`src/rtl/pwm_sample_adapter.sv`:
```
// Purpose: pops CHANNELS FIFO words per sample period, reduces each to OUT_WIDTH and publishes a double-buffered PWM frame.
// Latency: a word reaches sample_out exactly one sample period after the tick that started its fetch.
// Backpressure: none upstream; an empty FIFO at a tick is an underrun (mid-scale fill or hold, counted).
module pwm_sample_adapter #(
   parameter int IN_WIDTH   = 16,
   parameter int OUT_WIDTH  = 8,
   parameter int CHANNELS   = 1,
   parameter int SAMPLE_DIV = 2500,
   parameter int DIV_WIDTH  = 12
) (
   input  logic                          clk,
   input  logic                          rst,
   input  logic                          enable,
   input  logic [1:0]                    mode,
   input  logic                          underrun_mute,
   input  logic [IN_WIDTH-1:0]           fifo_data,
   input  logic                          fifo_empty_n,
   output logic                          fifo_rd,
   output logic [CHANNELS*OUT_WIDTH-1:0] sample_out,
   output logic                          sample_valid,
   output logic                          underrun,
   output logic [15:0]                   underrun_count
);

   localparam int S    = IN_WIDTH - OUT_WIDTH;
   localparam int CH_W = (CHANNELS > 1) ? $clog2(CHANNELS) : 1;
   localparam bit ODD_OK = (IN_WIDTH == 2 * OUT_WIDTH);
   localparam logic [OUT_WIDTH-1:0] MID      = OUT_WIDTH'(1) << (OUT_WIDTH - 1);
   localparam logic [CH_W-1:0]      LAST_CH  = CH_W'(CHANNELS - 1);
   localparam logic [DIV_WIDTH-1:0] LAST_CNT = DIV_WIDTH'(SAMPLE_DIV - 1);
   localparam logic [IN_WIDTH:0]    HALF     = (IN_WIDTH + 1)'(1) << (S - 1);

   typedef enum logic [2:0] {S_IDLE, S_WAIT, S_FETCH, S_GAP, S_FULL} state_t;

   state_t                        state_q, state_d;
   logic [CH_W-1:0]               ch_q, ch_d;
   logic [DIV_WIDTH-1:0]          cnt_q, cnt_d;
   logic                          first_q, first_d;
   logic [CHANNELS*OUT_WIDTH-1:0] stage_q, stage_d;
   logic [CHANNELS*OUT_WIDTH-1:0] sample_out_q, sample_out_d;
   logic                          sample_valid_q, sample_valid_d;
   logic                          underrun_q, underrun_d;
   logic [15:0]                   ucnt_q, ucnt_d;

   logic                          tick;
   logic [OUT_WIDTH-1:0]          conv;
   logic [OUT_WIDTH-1:0]          odd_pick;
   logic [2*OUT_WIDTH-1:0]        wide;
   logic [IN_WIDTH:0]             rounded;
   logic                          unused_bits;

   // A period boundary only exists while running; the counter is forced to 0 when idle.
   assign tick = enable && (cnt_q == LAST_CNT);

   // Reduce the FIFO head word according to the currently selected mode.
   always_comb begin
      wide    = (2 * OUT_WIDTH)'(fifo_data);
      rounded = {1'b0, fifo_data} + HALF;
      odd_pick = '0;
      for (int k = 0; k < OUT_WIDTH; k++) begin
         odd_pick[k] = wide[2*k+1];
      end
      case (mode)
         2'd0:    conv = ODD_OK ? odd_pick : fifo_data[IN_WIDTH-1:S];
         2'd2:    conv = rounded[IN_WIDTH] ? '1 : rounded[IN_WIDTH-1:S];
         default: conv = fifo_data[IN_WIDTH-1:S];
      endcase
   end

   // Bits that only feed the odd-bit pick or sit below the rounding point.
   assign unused_bits = ^{wide, rounded[S-1:0]};

   // FSM state register.
   always_ff @(posedge clk or posedge rst) begin
      if (rst) begin
         state_q <= S_IDLE;
         ch_q    <= '0;
      end else begin
         state_q <= state_d;
         ch_q    <= ch_d;
      end
   end

   // Next state: disable wins, then the tick restarts fetching from channel 0.
   always_comb begin
      state_d = state_q;
      ch_d    = ch_q;
      if (!enable) begin
         state_d = S_IDLE;
         ch_d    = '0;
      end else if (tick) begin
         state_d = S_FETCH;
         ch_d    = '0;
      end else begin
         case (state_q)
            S_IDLE:  state_d = S_WAIT;
            S_WAIT:  state_d = S_WAIT;
            S_FETCH: begin
               if (fifo_empty_n) begin
                  if (ch_q == LAST_CH) begin
                     state_d = S_FULL;
                  end else begin
                     ch_d    = ch_q + 1'b1;
                     state_d = S_GAP;
                  end
               end
            end
            S_GAP:   state_d = S_FETCH;
            S_FULL:  state_d = S_FULL;
            default: state_d = S_IDLE;
         endcase
      end
   end

   // Outputs and datapath next values: pop/capture, counter, publish or underrun at the tick.
   always_comb begin
      // No pop on the tick cycle: the fetch restarts next cycle, keeping pops non-adjacent.
      fifo_rd        = (state_q == S_FETCH) && fifo_empty_n && !tick;
      cnt_d          = enable ? (tick ? '0 : cnt_q + 1'b1) : '0;
      first_d        = first_q;
      stage_d        = stage_q;
      sample_out_d   = sample_out_q;
      sample_valid_d = 1'b0;
      underrun_d     = 1'b0;
      ucnt_d         = ucnt_q;
      if (fifo_rd) begin
         stage_d[ch_q*OUT_WIDTH +: OUT_WIDTH] = conv;
      end
      if (!enable) begin
         first_d = 1'b1;
      end else if (tick) begin
         first_d = 1'b0;
         if (!first_q) begin
            sample_valid_d = 1'b1;
            if (state_q == S_FULL) begin
               sample_out_d = stage_q;
            end else begin
               underrun_d = 1'b1;
               if (underrun_mute) begin
                  sample_out_d = {CHANNELS{MID}};
               end
               if (ucnt_q != 16'hFFFF) begin
                  ucnt_d = ucnt_q + 16'd1;
               end
            end
         end
      end
   end

   // Datapath registers.
   always_ff @(posedge clk or posedge rst) begin
      if (rst) begin
         cnt_q          <= '0;
         first_q        <= 1'b1;
         stage_q        <= '0;
         sample_out_q   <= {CHANNELS{MID}};
         sample_valid_q <= 1'b0;
         underrun_q     <= 1'b0;
         ucnt_q         <= '0;
      end else begin
         cnt_q          <= cnt_d;
         first_q        <= first_d;
         stage_q        <= stage_d;
         sample_out_q   <= sample_out_d;
         sample_valid_q <= sample_valid_d;
         underrun_q     <= underrun_d;
         ucnt_q         <= ucnt_d;
      end
   end

   assign sample_out     = sample_out_q;
   assign sample_valid   = sample_valid_q;
   assign underrun       = underrun_q;
   assign underrun_count = ucnt_q;

endmodule

```
`config.mk`:
```
export PLATFORM = sky130hd
export DESIGN_NAME = pwm_sample_adapter
export DESIGN_NICKNAME = d
export VERILOG_FILES = /design/src/rtl/pwm_sample_adapter.sv
export SDC_FILE = /design/constraint.sdc
export NUM_CORES = 1
export LEC_CHECK = 0
export BUFFER_PORTS_ARGS = -buffer_cell sky130_fd_sc_hd__buf_2
export CORE_MARGIN = 8
export CORE_UTILIZATION = 50
export DETAILED_ROUTE_END_ITERATION = 6
export PLACE_DENSITY = 0.79
export SKIP_LAST_GASP = 1
export SLEW_MARGIN = 20
export SYNTH_ARGS = -nofsm -noshare
export SYNTH_HDL_FRONTEND = slang
export SYNTH_SLANG_ARGS = --single-unit
export TNS_END_PERCENT = 20
```
`constraint.sdc`:
```
create_clock -name clk -period 2.5 [get_ports clk]
set_input_delay 0.5 -clock clk [delete_from_list [all_inputs] [get_ports clk]]
set_output_delay 0.5 -clock clk [all_outputs]
set_load 0.05 [all_outputs]
```
Yosys cells after proc, flatten, opt, wreduce, memory -nomap -nowiden. Cells that the tools add are included.

RAM bits: 0. Memories: 0. Register bits: 51. Memory bits (read-only): 0. Latch bits: 0. Output and inout port bits: 27.

Eq/ne operators: 11. Shift-type cells: 2. Multipliers: 0. Div/mod/pow operators: 0. Magnitude comparators: 0. $add $sub $neg: 5. Bitwise operators: 2. Reduce and logical (&&, ||, !) cells: 11. Multiplexer cells: 26.

Operators with widths (number): 4-bit negation with 34-bit output (1); 8-bit by 34-bit variable shift with 8-bit output, first input constant (1); 8-bit by 34-bit indexed part select with 8-bit output (1); 12-bit two-way mux (2); 8-bit two-way mux (3); 16-bit by 8-bit adder with 17-bit output, second input constant (1); 16-bit by 1-bit adder with 16-bit output, second input constant (1); 16-bit inequality test, second input constant (1); 8-bit case mux with 2 select lines (1); 1-bit two-way mux (14); 12-bit by 1-bit adder with 12-bit output, second input constant (1); 12-bit == test, second input constant (1); 3-bit two-way mux (4); 3-bit case mux with 4 select lines (1); 8-bit bitwise mux (1); 3-bit by 2-bit == test with 1-bit output, second input constant (2); 3-bit by 1-bit inequality test with 1-bit output, second input constant (2); 5-bit AND reduction (1); 4-bit inequality test, second input constant (1); 4-bit AND reduction (1); 3-bit by 1-bit == test with 1-bit output, second input constant (1); 3-bit == test, second input constant (1); 1-bit logical AND (3); 3-bit logical NOT (1); 9 further kinds (10).

Longest topological paths before layout. Gate-level depths: netlist of run 1.

Depth after elaboration: 6. Mapped depth: 7. Depth with buffers taken out: 6.

Worst setup path before layout of run 1. Ideal clock, no wire load.

Kind: reg-to-output. From: reg cnt_q[0]. To: out fifo_rd. Arrival: 1.800 ns. Path slack: 0.200 ns. Cell stages (with the launch flop): 5. Buffers on the path: 1. Cells stage by stage: dfrtp_1 > ha_1 > nor3b_1 > a31oi_1 > clkbuf_1.

Cells in the longest elaborated chain, start to end: 4.

Ends and longest elaborated chain: start: declaration (line 37) `logic [DIV_WIDTH-1:0] cnt_q, cnt_d;`; start signal: assignment (line 161) `cnt_q <= cnt_d;`; 12-bit == test (line 53) `assign tick = enable && (cnt_q == LAST_CNT);`; 1-bit logical AND (line 53); 1-bit logical NOT (line 118) `fifo_rd = (state_q == S_FETCH) && fifo_empty_n && !tick;`; 1-bit logical AND (line 118); end: declaration (line 18) `output logic fifo_rd,`.

Every way passes these cells.

Worst setup path after layout of run 1.
From: reg cnt_q[5]. To: out fifo_rd.

Same word-level chain as after synthesis.

==> results.txt, run 1 <==
Final ANT Viol Nets: 0
Die area: 7590 um^2
Hold Fails Final Rpt: 0
Post-route clock period utilization: 95.8%
CTS tree: built
FP Rows: 26
Placement Cell Area: 2850 um^2
First-pass GRT wire length: 9.11 mm
Ys async rst share: 100%
Worst Path Required: 2.00 ns
Max-Cap Viols: 0
Post-CTS Hold Fix Bufs: 0
WL/cell: 13.6 um
Core Util, Final: 59.7%
Total wire length: 5.22 mm
Drt pass-1 iters: 4
Post_cts resized: 0
Residual DRC: 0
Total gr overflow: 0
Fraction of layout cells with a size suffix above 1: 23.9%
Ys flop type: dfrtp_1
Hold crit path type: input port to async pin
Library cells used by synthesis: 46
Seq/Total Area, Yosys: 49.6%
Cts bufs inserted: 5
Routing usage on met1: 17.2%
Net Sw Power: 0.000325 W
Worst Setup Path Type: flip-flop to output port
Slew @ Worst Pin: 0.631 ns
Total core area: 4980 um^2
Die width: 87.1 um
Met2 Use GR: 25.9%
EDFF count, synth: 0
Status: completed
Final Setup Violations: 0
Gr busiest metal: met2
LEAKAGE: 1.50 nW
Synth Net Count: 286
Switching Share: 21.9%
Register bit total from synthesis: 50
Chip height: 87.1 um
Pwr per Cell Area: 500 nW/um^2
Fmax: 0.417 GHz
Rel. slew slack: 57.9%
Final Wtd Congestion: 0.855
Clk_skew: 0.0128 ns
Total GRT Usage: 14.9%
Grt met3 use: 3.58%
Final Cell Area: 2970 um^2
Mean number of vias per cell: 5.34
Arrival @ worst endpoint: 1.90 ns
Peak VDD IR: 465 uV
Yosys top cell area share: 47.5%
Io pins: 50
Vias in the first global route: 2,135
Cell internal pwr: 0.00116 W
Count leader, synth: dfrtp_1
Crit path max fanout: 4
Final net count: 339
Max clock buf depth: 2
Post-synth top area cell: dfrtp_1
N_diodes: 0
Antenna violations before repair: 0
Top cells by count, synth: dfrtp_1, nand2_1, nor2_1, nand3_1, a21oi_1
Reg clk slew, reported paths: 0.09 ns
Synthesized area: 2530 um^2
Largest net degree at the start of global routing: 51
Type of origin of the critical path: flip-flop
Clk_lat worst skew: 0.30 ns
RSZ-0062 raised after global routing: yes
Fillcell total: 435
Area delta synth->final: 17.6%
Clock Sinks: 50
Ranking of synthesized cells by area: dfrtp_1, nand2_1, nor2_1, xor2_1, xnor2_1
Root Driver: clkbuf_8
Clock power share: 37.2%
Min Tclk post-route: 2.40 ns
Dpl hpwl: 3.91 mm
Synth Instances: 260
Syn_area_per_cell: 9.72 um^2
Initial Util: 50.8%
Sequential cell fraction of total power: 56.0%
Logic pwr share: 6.8%
Initial DRC count: 57
PortBufs: 45
Ys Warns: 0
Max-slew violation count: 0
Via Count: 2,052
Setup crit end kind: output port
H-tree Lvls: 2
-- metrics by stage --
stage                     hold slack [ns]  TNS (ns)  setup slack [ns]  instances  total power, W
final                               0.338         0             0.105        384         0.00149
after global routing                0.411   -0.0380           -0.0380        384         0.00155
after CTS                           0.361         0            0.0823        382         0.00150
after detailed placement            0.467         0             0.115        374        0.000950
after global placement              0.450         0             0.149        374        0.000946
after floorplan                     0.442         0             0.200        260        0.000910
-- power groups by stage --
stage / combinational (W) / clock, W / sequential, W
detailed placement: 0.000102 / 0 / 0.000848
floorplan: 0.0000644 / 0 / 0.000845
global route: 0.000115 / 0.000598 / 0.000834
global placement: 0.0000991 / 0 / 0.000847
finish: 0.000101 / 0.000554 / 0.000832
CTS: 0.000102 / 0.000567 / 0.000832
-- cell families (layout without fill, tap and decap cells) --
kind of cell	count (synthesis)	count (layout)	share of synthesized area (%)
and+or+nand+nor	129	129	27.4
DFF	50	50	49.6
AOI/OAI and AO/OA	32	32	7.62
xor gates and xnor gates	22	22	7.62
buffers and inverters	14	68	2.08
muxes	10	10	4.21
adders and majority gates	3	3	1.49
-- routing by layer --
| layer | share of wire, % | routed length, um |
|---|---|---|
| met5 | 0 | 0 |
| met2 | 47 | 2470 |
| met1 | 46 | 2390 |
| met3 | 5.0 | 263 |
| met4 | 1.8 | 93 |
-- state kept, by name, summed over array words and instances (netlist names) --
name / count
state_q: 3
first_q: 1
stage_q: 8
underrun: 1
cnt_q: 12
sample_valid: 1
underrun_count: 16
sample_out: 8
-- critical path: stages, from the launching register on --
cell and delay [ns]:
dfrtp_1 0.42, or4b_4 0.57, nor2_1 0.19, a31oi_1 0.17, buf_2 0.25
-- repair_timing --
action,CTS,global route
buffers inserted,0,2
setup endpoints to repair,0,4
endpoints found under the hold margin,0,0
-- layout by cell type (no fill, tap or decap), types with 3 or more instances in the layout --
cell type	synthesis	routed
nor4_1	5	5
o22ai_1	5	5
nor2b_1	3	3
nor2_1	28	28
inv_1	9	8
ha_1	3	3
clkbuf_8	0	5
buf_2	0	45
nand2_1	34	34
nand3_1	14	14
nand4_1	5	5
buf_4	0	6
nor3_1	6	6
and2_1	4	4
mux2i_1	5	5
and3_1	10	10
o21ai_0	4	4
dfrtp_1	48	48
mux2_2	5	5
xnor2_1	10	10
xor2_1	12	12
a21oi_1	13	13
-- cell type report --
cell class	count	area, um^2	area share, %
Tap cell	70	87.6	2.95
Sequential cell	50	1250	42.2
Clock buffer	7	76.3	2.57
Timing Repair Buffer	51	270	9.09
Multi-Input combinational cell	196	1220	41.1
Clock inverter	1	30.0	1.01
Inverter	9	33.8	1.14
-- worst paths after layout --
check	to	slack, ns	from	depth (start not counted)
max	fifo_rd	0.10	cnt_q[5]	4
min	underrun_count[2]	0.34	rst	3
max reg2reg	underrun_count[14]	0.16	cnt_q[0]	5
min reg2reg	cnt_q[0]	0.48	cnt_q[0]	1
max in group asynchronous	cnt_q[9]	1.75	rst	3
min in group clk	first_q	0.47	enable	3
Power figures use the tool's default switching activity.
==> run 2: changes to the inputs <==
CORE_UTILIZATION = 30   (was 50)
PLACE_DENSITY = 0.55   (was 0.79)
==> run 2 against run 1 <==
  * Fmax shrank 0.58%
  * Sequential power hardly changed
  * Non-clock buffer count fell by 1
  * Total power down 5.7%
  * Sequential cell count did not move
  * Highest routed layer unchanged
==> results.txt, run 2 (synthesis gave the netlist of run 1 again) <==
CP Buf/Inv Count: 1 (unchanged)
H-tree Lvls: 2 (unchanged)
Die width: 108 um (was 87.1 um)
LEAKAGE: 1.49 nW (was 1.50 nW)
Cts bufs inserted: 5 (unchanged)
Core Util, Final: 36.6% (was 59.7%)
Type of origin of the critical path: flip-flop (unchanged)
Rel. slew slack: 56.1% (was 57.9%)
Largest net degree at the start of global routing: 26 (was 51)
Max clock buf depth: 2 (unchanged)
Slack of the critical path: 0.0908 ns (was 0.105 ns)
Slew @ Worst Pin: 0.657 ns (was 0.631 ns)
CTS tree: built (unchanged)
Total wire length: 5.69 mm (was 5.22 mm)
Max-slew violation count: 0 (unchanged)
Initial DRC count: 72 (was 57)
Reg clk slew, reported paths: 0.10 ns (was 0.09 ns)
Placement Cell Area: 2900 um^2 (was 2850 um^2)
Cell family with most CP delay: simple AND/OR/NAND/NOR gates (unchanged)
Worst slack, placed: 0.123 ns (was 0.115 ns)
FP Rows: 33 (was 26)
Initial Util: 30.9% (was 50.8%)
Total gr overflow: 0 (unchanged)
Fraction of layout cells with a size suffix above 1: 24.3% (was 23.9%)
Placed cells: 410 (was 374)
Pwr per Cell Area: 469 nW/um^2 (was 500 nW/um^2)
Commonest non-fill, non-tap cell in the layout: dfrtp_1 (unchanged)
Worst Path Required: 2.00 ns (about the same)
Area delta synth->final: 18.4% (was 17.6%)
Mean number of vias per cell: 4.77 (was 5.34)
Clock Sinks: 50 (unchanged)
Residual DRC: 0 (unchanged)
Most frequent cells in the layout: dfrtp_1, buf_2, nand2_1 (unchanged)
Worst Setup Path Type: flip-flop to output port (unchanged)
Peak VDD IR: 183 uV (was 465 uV)
Antenna violations before repair: 0 (unchanged)
Clk_lat worst skew: 0.30 ns (about the same)
Final Wtd Congestion: 0.732 (was 0.855)
Drt pass-1 iters: 4 (unchanged)
Post-CTS setup buffers: 0 (unchanged)
Root Driver: clkbuf_8 (unchanged)
N_diodes: 0 (unchanged)
PortBufs: 45 (unchanged)
CP Cell Sequence: or4b_4 > nor2_2 > a31oi_1 > buf_2 (was or4b_4 > nor2_1 > a31oi_1 > buf_2)
Vias in the first global route: 1,988 (was 2,135)
Final Setup Violations: 0 (unchanged)
Io pins: 50 (unchanged)
Hold Fails Final Rpt: 0 (unchanged)
Final ANT Viol Nets: 0 (unchanged)
Total GRT Usage: 10.2% (was 14.9%)
Final net count: 338 (was 339)
Arrival @ worst endpoint: 1.91 ns (was 1.90 ns)
Clk_skew: 0.00872 ns (was 0.0128 ns)
Slowest stage delay, CP: 0.59 ns (was 0.57 ns)
Crit path max fanout: 4 (unchanged)
Largest register FFs: 16 (unchanged)
Setup crit end kind: output port (unchanged)
Final Cell Area: 2990 um^2 (was 2970 um^2)
Dpl hpwl: 4.35 mm (was 3.91 mm)
Total core area: 8180 um^2 (was 4980 um^2)
Max-Cap Viols: 0 (unchanged)
Fillcell total: 855 (was 435)
Post-route clock period utilization: 96.4% (was 95.8%)
Fmax: 0.415 GHz (was 0.417 GHz)
Hold crit path type: input port to async pin (unchanged)
Chip height: 108 um (was 87.1 um)
WL/cell: 13.6 um (about the same)
First-pass GRT wire length: 9.61 mm (was 9.11 mm)
CP max stage cell: or4b_4 (unchanged)
Die area: 11,600 um^2 (was 7590 um^2)
Total negative setup slack: 0 ns (unchanged)
Status: completed (unchanged)
Min Tclk post-route: 2.41 ns (was 2.40 ns)
Via Count: 1,995 (was 2,052)
Final std cells w/o fill: 418 (was 384)
RSZ-0062 raised after global routing: yes (unchanged)
-- run 2: where the power goes --
part	internal (W)	switching, W	total (W)
clock	0.000198	0.000269	0.000467
sequential	0.000822	0.00000888	0.000831
combinational	0.0000411	0.0000630	0.000104
-- run 2: layout make-up --
cell class	instances	area [um^2]	area share, %
sequential	50	1250	41.9
multi-input combinational	196	1220	40.9
timing repair buffer	50	263	8.78
tap	105	131	4.39
clock buffer	6	72.6	2.43
inverter	9	33.8	1.13
clock inverter	2	13.8	0.460
-- run 2: path summary, 6_finish.rpt --
kind | start | to | slack, ns | depth (start not counted)
min | rst | underrun_count[7] | 0.23 | 2
min in group clk | sample_out[5] | sample_out[5] | 0.47 | 2
max in group asynchronous | rst | sample_out[7] | 1.61 | 3
max | cnt_q[5] | fifo_rd | 0.09 | 4
max reg2reg | cnt_q[5] | underrun_count[14] | 0.14 | 4
min reg2reg | sample_out[5] | sample_out[5] | 0.47 | 2
-- run 2: timing repair --
item,CTS,global route
hold buffers,0,0
endpoints found under the setup margin,0,2
resized for setup,0,1
-- run 2: per-stage QoR --
stage	hold slack, ns	power (W)
floorplan	0.442	0.000910
global placement	0.445	0.000951
detailed placement	0.450	0.000953
CTS	0.242	0.00143
global route	0.262	0.00147
finish	0.227	0.00140
-- run 2: metal layers --
layer | wire, um | track usage (%) | up-vias
li1 | - | - | 1008
met1 | 2730 | 13.4 | 941
met2 | 2510 | 15.4 | 41
met3 | 391 | 2.99 | 5
met4 | 63 | 3.67 | 0
met5 | 0 | 0 | -
==> run 3: changes to the inputs <==
CORE_UTILIZATION = 55   (was 30)
PLACE_DENSITY = 0.86   (was 0.55)
==> run 3 against run 2 <==
  * Hold slack gained 0.015 ns
  * Die area shrank 40%
  * Critical path depth is the same
  * Clock power grew 1%
  * Register-to-register slack is essentially flat
  * Wire length shrank 10%
  * First-iteration DRC count shrank 8.3%
  * Sequential share of layout area grew 0.95 points
  * Global-route usage grew 4.9 points
  * Count of clock-buffer cells in the layout grew 1
  * Critical endpoint unchanged
  * Largest power group unchanged
==> results.txt, run 3 (synthesis gave the netlist of run 1 again) <==
Status: completed (unchanged)
Final Setup Violations: 0 (unchanged)
Rel. slew slack: 54.0% (was 56.1%)
Max-slew violation count: 0 (unchanged)
Dpl hpwl: 3.99 mm (was 4.35 mm)
Via Count: 2,094 (was 1,995)
Cts bufs inserted: 5 (unchanged)
Post-CTS Hold Fix Bufs: 0 (unchanged)
Clk_skew: 0.00402 ns (was 0.00872 ns)
Clock Sinks: 50 (unchanged)
First-pass GRT wire length: 9.11 mm (was 9.61 mm)
Reg clk slew, reported paths: 0.08 ns (was 0.10 ns)
Worst Path Required: 2.00 ns (about the same)
Hold Fails Final Rpt: 0 (unchanged)
Commonest non-fill, non-tap cell in the layout: dfrtp_1 (unchanged)
Initial Util: 57.6% (was 30.9%)
Mean number of vias per cell: 5.75 (was 4.77)
Total GRT Usage: 15.1% (was 10.2%)
Pwr per Cell Area: 481 nW/um^2 (was 469 nW/um^2)
Final net count: 337 (was 338)
Fraction of layout cells with a size suffix above 1: 24.0% (was 24.3%)
Placed cells: 356 (was 410)
Hold_ws: 0.242 ns (was 0.227 ns)
Slew @ Worst Pin: 0.689 ns (was 0.657 ns)
LEAKAGE: 1.49 nW (about the same)
Max-Cap Viols: 0 (unchanged)
Crit path max fanout: 4 (unchanged)
Hold crit path type: input port to async pin (unchanged)
Most frequent cells in the layout: dfrtp_1, buf_2, nand2_1 (unchanged)
Fmax: 0.423 GHz (was 0.415 GHz)
CP Buf/Inv Count: 1 (unchanged)
RSZ-0062 raised after global routing: yes (unchanged)
Largest register FFs: 16 (unchanged)
Worst slack, placed: 0.135 ns (was 0.123 ns)
Fillcell total: 376 (was 855)
Area delta synth->final: 15.7% (was 18.4%)
Final Wtd Congestion: 0.825 (was 0.732)
Type of origin of the critical path: flip-flop (unchanged)
Slack of the critical path: 0.134 ns (was 0.0908 ns)
Final std cells w/o fill: 364 (was 418)
CP Cell Sequence: or4b_4 > nor2_2 > a31oi_1 > clkbuf_4 (was or4b_4 > nor2_2 > a31oi_1 > buf_2)
Total gr overflow: 0 (unchanged)
Residual DRC: 0 (unchanged)
Min Tclk post-route: 2.37 ns (was 2.41 ns)
Slowest stage delay, CP: 0.58 ns (was 0.59 ns)
Post-route clock period utilization: 94.6% (was 96.4%)
H-tree Lvls: 2 (unchanged)
Setup crit end kind: output port (unchanged)
Cell family with most CP delay: simple AND/OR/NAND/NOR gates (unchanged)
Reg2Reg Setup Slack: 0.14 ns (about the same)
N_diodes: 0 (unchanged)
Antenna violations before repair: 0 (unchanged)
Max clock buf depth: 2 (unchanged)
Chip height: 83.8 um (was 108 um)
Clk_lat worst skew: 0.30 ns (about the same)
Vias in the first global route: 2,091 (was 1,988)
Total core area: 4380 um^2 (was 8180 um^2)
Root Driver: clkbuf_8 (unchanged)
Largest net degree at the start of global routing: 29 (was 26)
CTS tree: built (unchanged)
Arrival @ worst endpoint: 1.87 ns (was 1.91 ns)
Final Cell Area: 2930 um^2 (was 2990 um^2)
Die width: 83.8 um (was 108 um)
Worst Setup Path Type: flip-flop to output port (unchanged)
CP max stage cell: or4b_4 (unchanged)
Total negative setup slack: 0 ns (unchanged)
FP Rows: 24 (was 33)
PortBufs: 45 (unchanged)
Placement Cell Area: 2830 um^2 (was 2900 um^2)
Final ANT Viol Nets: 0 (unchanged)
Total wire length: 5.12 mm (was 5.69 mm)
Peak VDD IR: 448 uV (was 183 uV)
Initial DRC count: 66 (was 72)
Io pins: 50 (unchanged)
Drt pass-1 iters: 4 (unchanged)
Die area: 7020 um^2 (was 11,600 um^2)
WL/cell: 14.1 um (was 13.6 um)
run 3: cell types whose count changed in the layout (fill, tap and decap cells not counted), sizes merged:
cell,change
clkbuf,+2
clkinv,-1
buf,-2
run 3: layer usage:
layer	wire length (um)	GRT usage, %	vias to the layer above	part of all wire [%]
met5	0	0	-	0
met2	2460	25.1	42	48
met1	2330	17.8	1032	45
li1	-	-	1013	-
met3	285	4.88	7	5.6
met4	53	4.87	0	1.0
run 3: layout make-up:
cell class | instances | area, um^2 | share of cell area [%]
Timing Repair Buffer | 49 | 258 | 8.81
Tap cell | 52 | 65.1 | 2.22
Multi-Input combinational cell | 196 | 1220 | 41.8
Sequential cell | 50 | 1250 | 42.9
Clock buffer | 7 | 86.3 | 2.95
Inverter | 9 | 33.8 | 1.15
Clock inverter | 1 | 5.00 | 0.171
run 3: final timing paths:
kind	from	to	cells after the start
max	cnt_q[5]	fifo_rd	4
min	rst	underrun_count[0]	2
max reg2reg	cnt_q[5]	underrun_count[14]	4
min reg2reg	sample_out[1]	sample_out[1]	2
max in group asynchronous	rst	stage_q[2]	3
min in group clk	enable	first_q	3
run 3: through the flow:
stage	utilization [%]	total power, W
CTS	66.6	0.00143
floorplan	-	0.000910
global route	66.7	0.00147
finish	66.7	0.00141
global placement	64.5	0.000947
detailed placement	64.5	0.000951
run 3: power breakdown:
part,switching (W),internal [W],total (W)
clock network,0.000251,0.000223,0.000474
logic,0.0000612,0.0000410,0.000102
registers,0.00000891,0.000822,0.000831
run 3: what timing repair did:
action	4_1_cts	5_1_grt
setup endpoints to repair	0	2
buffers inserted	0	0
gates resized for setup	0	2
